## config.mk

```make
export PLATFORM = sky130hd
export DESIGN_NAME = pipeline_hazard_unit
export DESIGN_NICKNAME = d
export VERILOG_FILES = /design/src/rtl/pipeline_hazard_unit.sv
export SDC_FILE = /design/constraint.sdc
export NUM_CORES = 1
export LEC_CHECK = 0
export BUFFER_PORTS_ARGS = -buffer_cell sky130_fd_sc_hd__buf_4
export CORE_MARGIN = 8
export CORE_UTILIZATION = 50
export DETAILED_ROUTE_END_ITERATION = 7
export MAX_ROUTING_LAYER = met4
export PLACE_DENSITY = 0.82
export SLEW_MARGIN = 20
export SYNTH_ARGS = -nofsm -noshare
export SYNTH_HDL_FRONTEND = slang
export SYNTH_SLANG_ARGS = --single-unit
```

## constraint.sdc

```tcl
create_clock -name clk -period 6 [get_ports clk]
set_clock_uncertainty 0.2 [all_clocks]
set_input_delay 0.6 -clock clk [delete_from_list [all_inputs] [get_ports clk]]
set_output_delay 0.6 -clock clk [all_outputs]
set_load 0.03 [all_outputs]
```

## src/rtl/pipeline_hazard_unit.sv

```systemverilog
// Hazard unit for a 5-stage pipeline: operand forwarding, load-use/branch stalls,
// memory-wait freeze with timeout fault, and a saturating stall counter.
// Define HAZARD_FORWARDING_EN to enable forwarding; otherwise every EX/MEM match stalls.
module pipeline_hazard_unit #(
  parameter int REG_AW  = 5,
  parameter int WAIT_TO = 15,
  parameter int PERF_W  = 16
) (
  input  logic              clk,
  input  logic              rst_n,
  input  logic [REG_AW-1:0] id_rs,
  input  logic [REG_AW-1:0] id_rt,
  input  logic              id_use_rs,
  input  logic              id_use_rt,
  input  logic              id_branch,
  input  logic              id_taken,
  input  logic              ex_wen,
  input  logic              mem_wen,
  input  logic [REG_AW-1:0] ex_waddr,
  input  logic [REG_AW-1:0] mem_waddr,
  input  logic              ex_is_load,
  input  logic              mem_is_load,
  input  logic              mem_access,
  input  logic              MIO_ready,
  output logic [1:0]        fwd_rs,
  output logic [1:0]        fwd_rt,
  output logic              pc_stall,
  output logic              ifid_stall,
  output logic              idex_bubble,
  output logic              pipe_freeze,
  output logic              ifid_flush,
  output logic              mem_timeout,
  output logic [PERF_W-1:0] stall_cnt
);

  localparam int WCW = (WAIT_TO < 1) ? 1 : $clog2(WAIT_TO + 1);
  localparam logic [WCW-1:0]    WAIT_LIM = WCW'(WAIT_TO);
  localparam logic [PERF_W-1:0] CNT_MAX  = '1;

  typedef enum logic [1:0] {RUN, MWAIT, FAULT} state_t;

  state_t         stateQ, stateD;
  logic [WCW-1:0] waitCnt, waitCntD;
  logic           exRs, exRt, memRs, memRt;
  logic           dataStall, frozen;

  // Register x0 never carries a hazard, and unused sources cannot match.
  assign exRs  = ex_wen  && (ex_waddr  == id_rs) && (id_rs != '0) && id_use_rs;
  assign exRt  = ex_wen  && (ex_waddr  == id_rt) && (id_rt != '0) && id_use_rt;
  assign memRs = mem_wen && (mem_waddr == id_rs) && (id_rs != '0) && id_use_rs;
  assign memRt = mem_wen && (mem_waddr == id_rt) && (id_rt != '0) && id_use_rt;

`ifdef HAZARD_FORWARDING_EN
  // EX wins over MEM; an EX load has no data yet, so it selects the regfile and stalls.
  always_comb begin
    // NOTE: every always_comb output gets a default first so no path infers a latch.
    fwd_rs = 2'd0;
    fwd_rt = 2'd0;
    if (exRs)       fwd_rs = ex_is_load ? 2'd0 : 2'd1;
    else if (memRs) fwd_rs = mem_is_load ? 2'd3 : 2'd2;
    if (exRt)       fwd_rt = ex_is_load ? 2'd0 : 2'd1;
    else if (memRt) fwd_rt = mem_is_load ? 2'd3 : 2'd2;
  end

  assign dataStall = (ex_is_load && (exRs || exRt)) || (id_branch && (exRs || exRt));
`else
  logic unusedFwdInputs;

  assign unusedFwdInputs = ^{ex_is_load, mem_is_load, id_branch};
  assign fwd_rs    = 2'd0;
  assign fwd_rt    = 2'd0;
  assign dataStall = exRs || exRt || memRs || memRt;
`endif

  // The ready cycle completes the access, so MWAIT only freezes while the bus is busy.
  assign frozen = (stateQ == FAULT)
               || ((stateQ == MWAIT) && !MIO_ready)
               || (mem_access && !MIO_ready);

  assign pipe_freeze = frozen;
  assign pc_stall    = frozen || dataStall;
  assign ifid_stall  = frozen || dataStall;
  assign idex_bubble = dataStall && !frozen;
  assign ifid_flush  = id_taken && !dataStall && !frozen;
  assign mem_timeout = (stateQ == FAULT);

  always_comb begin
    stateD   = stateQ;
    waitCntD = waitCnt;
    case (stateQ)
      RUN: begin
        if (mem_access && !MIO_ready) begin
          stateD   = MWAIT;
          waitCntD = '0;
        end
      end
      MWAIT: begin
        if (MIO_ready)                stateD   = RUN;
        else if (waitCnt == WAIT_LIM) stateD   = FAULT;
        else                          waitCntD = waitCnt + 1'b1;
      end
      FAULT:   stateD = FAULT;
      default: stateD = RUN;
    endcase
  end

  always_ff @(posedge clk or negedge rst_n) begin
    if (!rst_n) begin
      stateQ    <= RUN;
      waitCnt   <= '0;
      stall_cnt <= '0;
    end else begin
      // NOTE: sequential state uses non-blocking assignment so all registers update together.
      stateQ  <= stateD;
      waitCnt <= waitCntD;
      if (pc_stall && (stall_cnt != CNT_MAX)) stall_cnt <= stall_cnt + 1'b1;
    end
  end

endmodule

```

==> flow_metrics.py, run 1 <==
metrics = {
    "run_status": {
        "status": "complete, no violations",
    },
    "synthesis": {
        "synth_warnings": 0,
        "synthCells": 150,
        "yosys_register_bits": 22,
        "synth_flop_cell": "dfrtp_1",
        "synth_cell_types": 34,
        "synth_edf_count": 0,
        "seq_area_frac_synth_pct": 38.3,
        "async_flop_share_pct": 100,
        "synth_area_um2": 1440,
        "syn_area_per_cell_um2": 9.58,
    },
    "clock_tree": {
        "htreeDepth": 1,
        "tritoncts": "built",
        "clockBufferDepth": 2,
        "cts-root-buf": "clkbuf_4",
        "cts-buffers-inserted": 3,
        "post_cts_buffers": 0,
        "clk_pin_slew_ns": 0.11,
        "clk_latency_ns": 0.31,
        "cts.sinks": 22,
    },
    "drt": {
        "dr.pass1.iters": 4,
        "drt_iter0_drc": 25,
        "postRouteAntennaNets": 0,
        "wire_per_inst_um": 16.2,
        "wl_um": 3740,
        "drc": 0,
        "viasPerCell": 5.61,
        "vias": 1291,
    },
    "floorplanning": {
        "die_area_um2": 4850,
        "pin_count": 58,
        "initial_core_util_pct": 52.6,
        "die_x_um": 69.6,
        "die_y_um": 69.6,
        "std_cell_rows": 19,
        "core-area_um2": 2730,
    },
    "power": {
        "ir_drop_mv": 0.433,
        "total_power_uw": 752,
        "power_density_nw_per_um2": 408,
        "power.leakage_uw": 0.000820,
    },
    "finish": {
        "final_layout_size_suffix_gt1_share_pct": 29.1,
        "n_antenna_cell": 0,
        "layout_commonest_cell": "buf_4",
        "final_cell_mix": "buf_4 (50), dfrtp_1 (22), xnor2_1 (20), xor2_1 (13), nand2_1 (12)",
        "fin_cells": 230,
        "synthToLayoutAreaGrowth_pct": 28.2,
        "nets": 235,
        "fillCellCount": 222,
    },
    "timing": {
        "setup_viol": 0,
        "relSlewSlack_pct": 48.8,
        "fin_crit_sh_pct": 55.2,
        "max_freq_ghz": 0.302,
        "setup-tns-final_ns": 0,
        "hold_violations": 0,
        "worst-slew-pin-transition_ns": 0.766,
        "period_minus_slack_ns": 3.31,
        "slew_violations": 0,
        "rsz0062_at_grt": "false",
    },
    "global_route": {
        "overflow": 0,
        "grt.total_usage_pct": 15.8,
        "antenna_found_initial": 0,
        "grt_max_degree": 23,
        "grt_pass1_wl_um": 6410,
        "first_global_vias": 1367,
    },
    "flow_run": {
        "cap_violations": 0,
    },
    "placement": {
        "io_buffers": 50,
        "gp_congestion": 1.07,
        "dpl.hpwl_um": 3080,
        "placed_cells_incl_taps": 226,
    },
    "critical_path": {
        "worstSetupStartpointType": "input pin",
        "r2r-start": "stall_cnt[0]",
        "worstSetupPathType": "input pin to output port",
        "critPathMaxFanout": 17,
        "timing.rr.end": "stall_cnt[1]",
        "critPathLaunch": "id_rt[1]",
        "crit_required_ns": 5.20,
        "r2r_slack_ns": 3.51,
        "end_kind": "output port",
        "reg2reg_depth": 7,
        "arrival_ns": 2.51,
    },
    "worst_hold_path": {
        "min_from": "stall_cnt[10]",
        "min-delay-path-class": "flip-flop to flip-flop",
        "whs_path_depth": 1,
        "whs_endpoint": "stall_cnt[10]",
    },
}
==> layer usage <==
layer  wire (um)  global-route usage, %  share of wire, %  vias to the layer above
li1            -                      -                 -                      615
met1        1550                   18.3                42                      625
met2        1940                   26.6                52                       44
met3         175                   3.00               4.7                        7
met4          60                   5.58               1.6                        0
met5           0                      -                 0                        -
==> kinds of logic after synthesis <==
family | share of synthesized area (%)
other | 0.261
AOI/OAI and AO/OA | 8.62
muxes | 5.40
buffers and inverters | 4.70
adders and majority gates | 1.74
xor gates and xnor gates | 20.1
and+or+nand+nor | 20.9
DFF | 38.3
==> worst max-delay path, cell delays in order <==
cell	delay, ns
buf_4	0.12
or4_1	0.52
o21a_1	0.22
a221oi_4	0.66
and2_1	0.22
buf_4	0.16
==> final cells by class <==
| cell class | instances | area (um^2) | share of cell area, % |
|---|---|---|---|
| clock buffer | 3 | 22.5 | 1.22 |
| sequential | 22 | 551 | 29.9 |
| inverter | 4 | 15.0 | 0.815 |
| multi-input combinational | 119 | 831 | 45.1 |
| timing repair buffer | 51 | 385 | 20.9 |
| tap | 31 | 38.8 | 2.10 |
==> timing repair <==
action	CTS	global route
gates resized for setup	0	0
hold buffers	1	0
hold endpoints to repair	22	0
==> sequential cells by signal, indices dropped and copies added (netlist names) <==
signal	count
stall_cnt	16
stateQ	2
waitCnt	4
==> worst max-delay path by stage <==
stage | endpoint | slack, ns | cells after the start
after floorplan | ifid_flush | 2.98 | 5
after global routing | ifid_flush | 2.58 | 6
final | ifid_flush | 2.69 | 6
after global placement | ifid_flush | 2.69 | 6
after detailed placement | ifid_flush | 2.65 | 6
after CTS | ifid_flush | 2.65 | 6
==> synth_stat cells, drive strengths merged, types with 2 or more instances <==
cell type   n  area (um^2)
nor3        7         35.0
nor4        3         18.8
clkbuf      2         7.51
inv         4         15.0
dfrtp      22          551
nand3       6         30.0
o21ai       5         25.0
o22ai       2         12.5
or4         2         15.0
o21a        2         15.0
ha          2         25.0
nor2        9         33.8
buf         6         45.0
nand4       9         56.3
nor3b       2         15.0
xnor2      20          175
nand2b      2         12.5
a22o        3         26.3
nor4b       2         17.5
nand2      12         45.0
xor2       13          114
mux2        6         67.6
==> where the power goes <==
group	leakage (uW)	internal, uW	switching (uW)	total [uW]
Combinational	0.000540	160	241	401
Sequential	0.000266	206	79.0	285
Clock	0.0000138	23.5	42.7	66.2
Total	0.000820	390	362	752
==> through the flow <==
step / area (um^2) / hold WS [ns] / worst slack (ns) / util, %
after floorplan: 1450 / 0.104 / 2.98 / -
after global placement: 1810 / 0.276 / 2.69 / 66.2
after detailed placement: 1810 / 0.294 / 2.65 / 66.2
after CTS: 1840 / 0.310 / 2.65 / 67.4
after global routing: 1840 / 0.326 / 2.58 / 67.4
final: 1840 / 0.305 / 2.69 / 67.4
(Power assumes the default switching activity.)
==> run 2, diff against run 1 <==
--- a/config.mk
+++ b/config.mk
@@ -7,10 +7,10 @@
 export LEC_CHECK = 0
 export BUFFER_PORTS_ARGS = -buffer_cell sky130_fd_sc_hd__buf_4
 export CORE_MARGIN = 8
-export CORE_UTILIZATION = 50
+export CORE_UTILIZATION = 48
 export DETAILED_ROUTE_END_ITERATION = 7
 export MAX_ROUTING_LAYER = met4
-export PLACE_DENSITY = 0.82
+export PLACE_DENSITY = 0.79
 export SLEW_MARGIN = 20
 export SYNTH_ARGS = -nofsm -noshare
 export SYNTH_HDL_FRONTEND = slang
==> constraint.sdc (replaced) <==
create_clock -name clk -period 3.2 [get_ports clk]
set_clock_uncertainty 0.2 [all_clocks]
set_input_delay 0.32 -clock clk [delete_from_list [all_inputs] [get_ports clk]]
set_output_delay 0.32 -clock clk [all_outputs]
set_load 0.03 [all_outputs]
==> run 2 against run 1 <==
  * Flip-flop and latch count did not move
  * Design area is 1.7% higher
  * Core utilization down 3.9 points
  * Sequential power increased by 86%
  * Worst hold slack got worse by 0.18 ns
  * Critical path depth unchanged
  * Critical path type unchanged
  * Largest power group unchanged
==> flow_metrics.py, run 2 (synthesized netlist as in run 1, its figures left out) <==
metrics = {
    "timing": {
        "setup-tns-final_ns": 0,
        "worst-slew-pin-transition_ns": 0.519,
        "fin_crit_sh_pct": 79.7,
        "holdWs_ns": 0.123,
        "relSlewSlack_pct": 65.2,
        "setup_ws_ns": 0.650,
        "max_freq_ghz": 0.392,
        "slew_violations": 0,
        "period_minus_slack_ns": 2.55,
        "rsz0062_at_grt": "false",
        "setup_viol": 0,
        "hold_violations": 0,
    },
    "placement": {
        "gp_congestion": 0.964,
        "dpl.hpwl_um": 3070,
        "placed_cells_incl_taps": 230,
        "io_buffers": 50,
        "place_ws_ns": 0.578,
    },
    "flow_run": {
        "cap_violations": 0,
    },
    "drt": {
        "wire_per_inst_um": 16.0,
        "drc": 0,
        "wl_um": 3770,
        "dr.pass1.iters": 4,
        "drt_iter0_drc": 35,
        "viasPerCell": 5.69,
        "vias": 1337,
        "postRouteAntennaNets": 0,
    },
    "global_route": {
        "overflow": 0,
        "grt.busiest_layer": "met2",
        "antenna_found_initial": 0,
        "grt.met1_usage_pct": 16.0,
        "grt_max_degree": 23,
        "first_global_vias": 1369,
        "grt_pass1_wl_um": 6050,
        "use_met3_pct": 4.24,
        "grt.total_usage_pct": 14.9,
        "use_met2_pct": 25.0,
    },
    "critical_path": {
        "worstSetupPathType": "input pin to output port",
        "arrival_ns": 2.03,
        "path_cells": "buf_4, or4_1, o21a_1, a221oi_4, and2_1, buf_4",
        "cp_common_cell": "buf_4",
        "timing.rr.end": "stall_cnt[15]",
        "r2r-start": "stateQ[1]",
        "crit_required_ns": 2.68,
        "r2r_slack_ns": 0.87,
        "critPathMaxFanout": 9,
        "end_kind": "output port",
        "cp_slowest_cell": "or4_1",
        "slowest_delay_ns": 0.52,
        "worstSetupStartpointType": "input pin",
        "reg2reg_depth": 7,
    },
    "worst_hold_path": {
        "min_from": "MIO_ready",
        "min-delay-path-class": "input pin to flip-flop",
        "whs_path_depth": 4,
        "whs_endpoint": "stateQ[1]",
    },
    "clock_tree": {
        "cts.sinks": 22,
        "htreeDepth": 1,
        "clk_pin_slew_ns": 0.12,
        "clockBufferDepth": 2,
        "post_cts_buffers": 0,
        "clk_latency_ns": 0.31,
        "cts-root-buf": "clkbuf_4",
        "cts-resized-gates": 0,
        "tritoncts": "built",
        "cts-buffers-inserted": 3,
    },
    "floorplanning": {
        "pin_count": 58,
        "core-area_um2": 2950,
        "std_cell_rows": 20,
        "die_y_um": 70.7,
        "die_area_um2": 5000,
        "initial_core_util_pct": 48.7,
        "die_x_um": 70.7,
    },
    "finish": {
        "largest_reg_flops": 16,
        "layout_commonest_cell": "buf_4",
        "final_layout_size_suffix_gt1_share_pct": 30.2,
        "largest_register": "stall_cnt",
        "fillCellCount": 239,
        "fin_cells": 235,
        "n_antenna_cell": 0,
        "top_regs": "stall_cnt (16), waitCnt (4), stateQ (2)",
        "final_cell_mix": "buf_4 (52), dfrtp_1 (22), xnor2_1 (20), xor2_1 (13), nand2_1 (12)",
        "nets": 237,
        "synthToLayoutAreaGrowth_pct": 30.4,
    },
    "power": {
        "power.leakage_uw": 0.000837,
        "ir_drop_mv": 0.589,
        "power_density_nw_per_um2": 772,
    },
    "run_status": {
        "status": "complete, no violations",
    },
}
## run 2: cell count changes in the layout (fill, tap and decap cells not counted), sizes merged
cell / delta
buf: +2
clkbuf: +1
## run 2: final cells by class
type                       count  area, um^2  share of cell area [%]
timing repair buffer          53         400                    21.4
sequential                    22         551                    29.4
multi-input combinational    119         831                    44.3
clock buffer                   4        36.3                    1.94
inverter                       4        15.0                   0.801
tap                           33        41.3                    2.20
## run 2: power by group
group	internal, uW	switching (uW)	total, uW
combinational	306	456	762
clock	69.5	84.4	154
sequential	386	144	530
total	762	684	1450
## run 2: what timing repair did
action,CTS,global route
hold buffers,1,0
endpoints found under the hold margin,22,0
setup endpoints to repair,0,0
## run 2: per-stage QoR
step	util (%)	instance area (um^2)	power (uW)
floorplan	-	1450	1010
global placement	61.9	1830	1270
detailed placement	61.9	1830	1300
CTS	63.5	1870	1460
global route	63.5	1870	1530
finish	63.5	1870	1450
## run 2: worst max-delay path by stage
stage	startpoint	endpoint	slack, ns	cells after the start
CTS	id_rt[1]	ifid_flush	0.63	6
global route	id_rt[1]	ifid_flush	0.58	6
global placement	id_rt[1]	stall_cnt[14]	0.60	7
detailed placement	id_rt[1]	stall_cnt[15]	0.58	7
finish	id_rt[1]	ifid_flush	0.65	6
floorplan	id_rt[1]	ifid_flush	0.74	5
## run 2: worst max-delay path, delay by kind of cell
kind / cells / cell delay [ns]
buf+inv: 2 / 0.28
compound gates: 2 / 0.70
simple gates: 2 / 0.72
## run 2: metal layers
layer  vias up  share of wire (%)
li1        632                  -
met1       623                 40
met2        68                 48
met3        14                9.2
met4         0                2.5
met5         -                  0
==> run 3, diff against run 2 <==
--- a/config.mk
+++ b/config.mk
@@ -5,9 +5,10 @@
 export SDC_FILE = /design/constraint.sdc
 export NUM_CORES = 1
 export LEC_CHECK = 0
+export ABC_AREA = 1
 export BUFFER_PORTS_ARGS = -buffer_cell sky130_fd_sc_hd__buf_4
 export CORE_MARGIN = 8
-export CORE_UTILIZATION = 48
+export CORE_UTILIZATION = 50
 export DETAILED_ROUTE_END_ITERATION = 7
 export MAX_ROUTING_LAYER = met4
 export PLACE_DENSITY = 0.79
==> constraint.sdc (replaced) <==
create_clock -name clk -period 2.4 [get_ports clk]
set_clock_uncertainty 0.2 [all_clocks]
set_input_delay 0.24 -clock clk [delete_from_list [all_inputs] [get_ports clk]]
set_output_delay 0.24 -clock clk [all_outputs]
set_load 0.03 [all_outputs]
==> run 3 against run 2 <==
  * Clock power grew 89%
  * Worst hold slack got worse by 0.0095 ns
  * Register-to-register slack lost 0.57 ns
  * First-iteration DRC count grew to 4.1 times the previous value
  * Sequential power decreased by 30%
  * Design area up 18%
  * Highest routed layer unchanged
  * Die area is 13% higher
  * Sequential share of layout area fell by 4.5 points
  * Synthesized area grew 22%
  * Critical path depth increased by 2
  * Global-route usage increased by 1.6 points
  * Synthesized cell count increased by 86%
==> flow_metrics.py, run 3 <==
metrics = {
    "run_status": {
        "status": "complete, no violations",
    },
    "timing": {
        "period_minus_slack_ns": 2.20,
        "slew_violations": 0,
        "setup-tns-final_ns": 0,
        "rsz0062_at_grt": "false",
        "holdWs_ns": 0.114,
        "max_freq_ghz": 0.454,
        "setup_viol": 0,
        "hold_violations": 0,
        "fin_crit_sh_pct": 91.7,
    },
    "critical_path": {
        "worstSetupStartpointType": "flip-flop",
        "path_cells": "inv_1, nor2_1, nand2_1, o21ai_0, nor2_1, nand3_4, nor2_1, buf_4",
        "arrival_ns": 1.76,
        "crit_required_ns": 1.96,
        "reg2reg_depth": 9,
        "slowest_delay_ns": 0.42,
        "cp_slowest_cell": "dfrtp_1",
        "critPathMaxFanout": 13,
        "cp_common_cell": "nor2_1",
        "worstSetupPathType": "flip-flop to output port",
        "end_kind": "output port",
    },
    "finish": {
        "final_cell_mix": "nand2_1 (107), buf_4 (51), inv_1 (37), nor2_1 (34), nand3_1 (30)",
        "nets": 365,
        "top_regs": "stall_cnt (16), waitCnt (4), stateQ (2)",
        "fin_area_um2": 2220,
        "n_antenna_cell": 0,
        "final_layout_size_suffix_gt1_share_pct": 18.8,
        "largest_register": "stall_cnt",
        "layout_commonest_cell": "nand2_1",
        "largest_reg_flops": 16,
        "fin_cells": 376,
        "synthToLayoutAreaGrowth_pct": 26.4,
    },
    "power": {
        "power_density_nw_per_um2": 350,
        "ir_drop_mv": 0.190,
        "power.leakage_uw": 0.00129,
    },
    "synthesis": {
        "synth_largest_area_cell": "dfrtp_1",
        "synth_adder_area_share_pct": 1.43,
        "synth.area.top_cells": "dfrtp_1 (31%), nand2_1 (23%), nand3_1 (8.6%), inv_1 (7.9%), nor2_1 (7.3%)",
        "synthSimpleGateAreaFrac_pct": 45.4,
        "seq_area_frac_synth_pct": 31.4,
        "yosys.area.top_type_share_pct": 31.4,
        "synth_warnings": 0,
        "synthXorXnorAreaFrac_pct": 7.49,
        "yosys_register_bits": 22,
        "synth_commonest_cells": "nand2_1 (107), inv_1 (37), nor2_1 (34)",
        "synth.area.mux_share_pct": 0,
        "synth_compound_area_share_pct": 2.85,
        "synth_flop_cell": "dfrtp_1",
        "synthCells": 279,
        "synth.most_common_cell": "nand2_1",
        "synth_cell_types": 22,
        "synth_area_um2": 1750,
        "async_flop_share_pct": 100,
        "synth_edf_count": 0,
        "syn_area_per_cell_um2": 6.29,
        "synth_top_family_by_area": "simple AND/OR/NAND/NOR gates",
    },
    "worst_hold_path": {
        "min-delay-path-class": "input pin to flip-flop",
        "whs_path_depth": 4,
    },
    "global_route": {
        "grt_pass1_wl_um": 7280,
        "antenna_found_initial": 0,
        "grt_max_degree": 23,
        "overflow": 0,
        "grt.total_usage_pct": 16.5,
        "first_global_vias": 1704,
    },
    "placement": {
        "io_buffers": 50,
        "placed_area_um2": 2150,
        "placed_cells_incl_taps": 371,
        "dpl.hpwl_um": 3380,
        "gp_congestion": 0.936,
    },
    "floorplanning": {
        "pin_count": 58,
        "initial_core_util_pct": 52.2,
        "die_y_um": 75.2,
        "die_x_um": 75.2,
        "die_area_um2": 5660,
        "core-area_um2": 3360,
        "std_cell_rows": 21,
    },
    "clock_tree": {
        "clk_pin_slew_ns": 0.12,
        "clockBufferDepth": 2,
        "tritoncts": "built",
        "cts.sinks": 22,
        "cts-buffers-inserted": 3,
        "clk_latency_ns": 0.32,
        "post_cts_buffers": 0,
        "cts-root-buf": "clkbuf_4",
        "htreeDepth": 1,
    },
    "drt": {
        "drt_iter0_drc": 144,
        "vias": 1811,
        "dr.pass1.iters": 4,
        "postRouteAntennaNets": 0,
        "wire_per_inst_um": 11.3,
        "wl_um": 4260,
        "drc": 0,
        "viasPerCell": 4.82,
    },
    "flow_run": {
        "cap_violations": 0,
    },
}
[run 3: cell count changes after synthesis, sizes merged, moves of 5 or more]
cell / previous run / this run
nand4: 9 / 4
nand3: 6 / 32
nor3: 7 / 2
nand2: 12 / 109
xnor2: 20 / 7
xor2: 13 / 8
mux2: 6 / 0
inv: 4 / 37
nor2: 9 / 36
[run 3: critical path: cells and delay by family (launching register included)]
| family | cells | cell delay, ns |
|---|---|---|
| simple gates | 5 | 0.69 |
| flops | 1 | 0.42 |
| buf+inv | 2 | 0.23 |
| compound gates | 1 | 0.10 |
[run 3: what timing repair did]
item	in CTS	in global routing
resized for setup	0	1
hold endpoints to repair	22	0
setup endpoints to repair	0	1
hold buffers	1	0
[run 3: cell families after synthesis]
family	after synthesis
other cells	1
fa+ha+maj	2
buf+inv	45
xor+xnor	15
compound gates	10
flops	22
simple gates	184
[run 3: where the power goes]
part	leakage [uW]	total (uW)	internal [uW]	switching, uW
clock network	0.0000279	291	169	122
registers	0.000283	371	371	0
logic	0.000980	115	50.3	64.8
total	0.00129	777	590	187
[run 3: per-layer routing]
metal	routed length, um	vias to the layer above	global-route usage [%]
li1	-	948	-
met1	1980	803	21.8
met2	2030	58	25.8
met3	229	2	2.66
met4	23	0	3.41
met5	0	-	-
[run 3: area by class of cell]
cell class / instances / area [um^2]
sequential: 22 / 551
inverter: 37 / 139
timing repair buffer: 52 / 393
clock buffer: 3 / 22.5
tap: 46 / 57.6
fill: 320 / 1150
clock inverter: 1 / 30.0
multi-input combinational: 215 / 1020
[run 3: path summary, 6_finish.rpt]
kind	from	slack, ns	to
worst max-delay path	stateQ[0]	0.20	ifid_flush
worst min-delay path	MIO_ready	0.11	stateQ[0]
max in group asynchronous	rst_n	1.64	stall_cnt[2]
worst min register to register	waitCnt[3]	0.27	waitCnt[3]
worst max register to register	stall_cnt[0]	0.30	stall_cnt[0]
min in group asynchronous	rst_n	0.13	waitCnt[3]
[run 3: metrics by stage]
| stage | power, uW | setup WS [ns] | util (%) |
|---|---|---|---|
| after floorplan | 436 | 0.319 | - |
| after global placement | 490 | 0.359 | 63.8 |
| after detailed placement | 491 | 0.309 | 63.8 |
| after CTS | 779 | 0.125 | 65.7 |
| after global routing | 810 | 0.0117 | 65.9 |
| final | 777 | 0.198 | 65.9 |
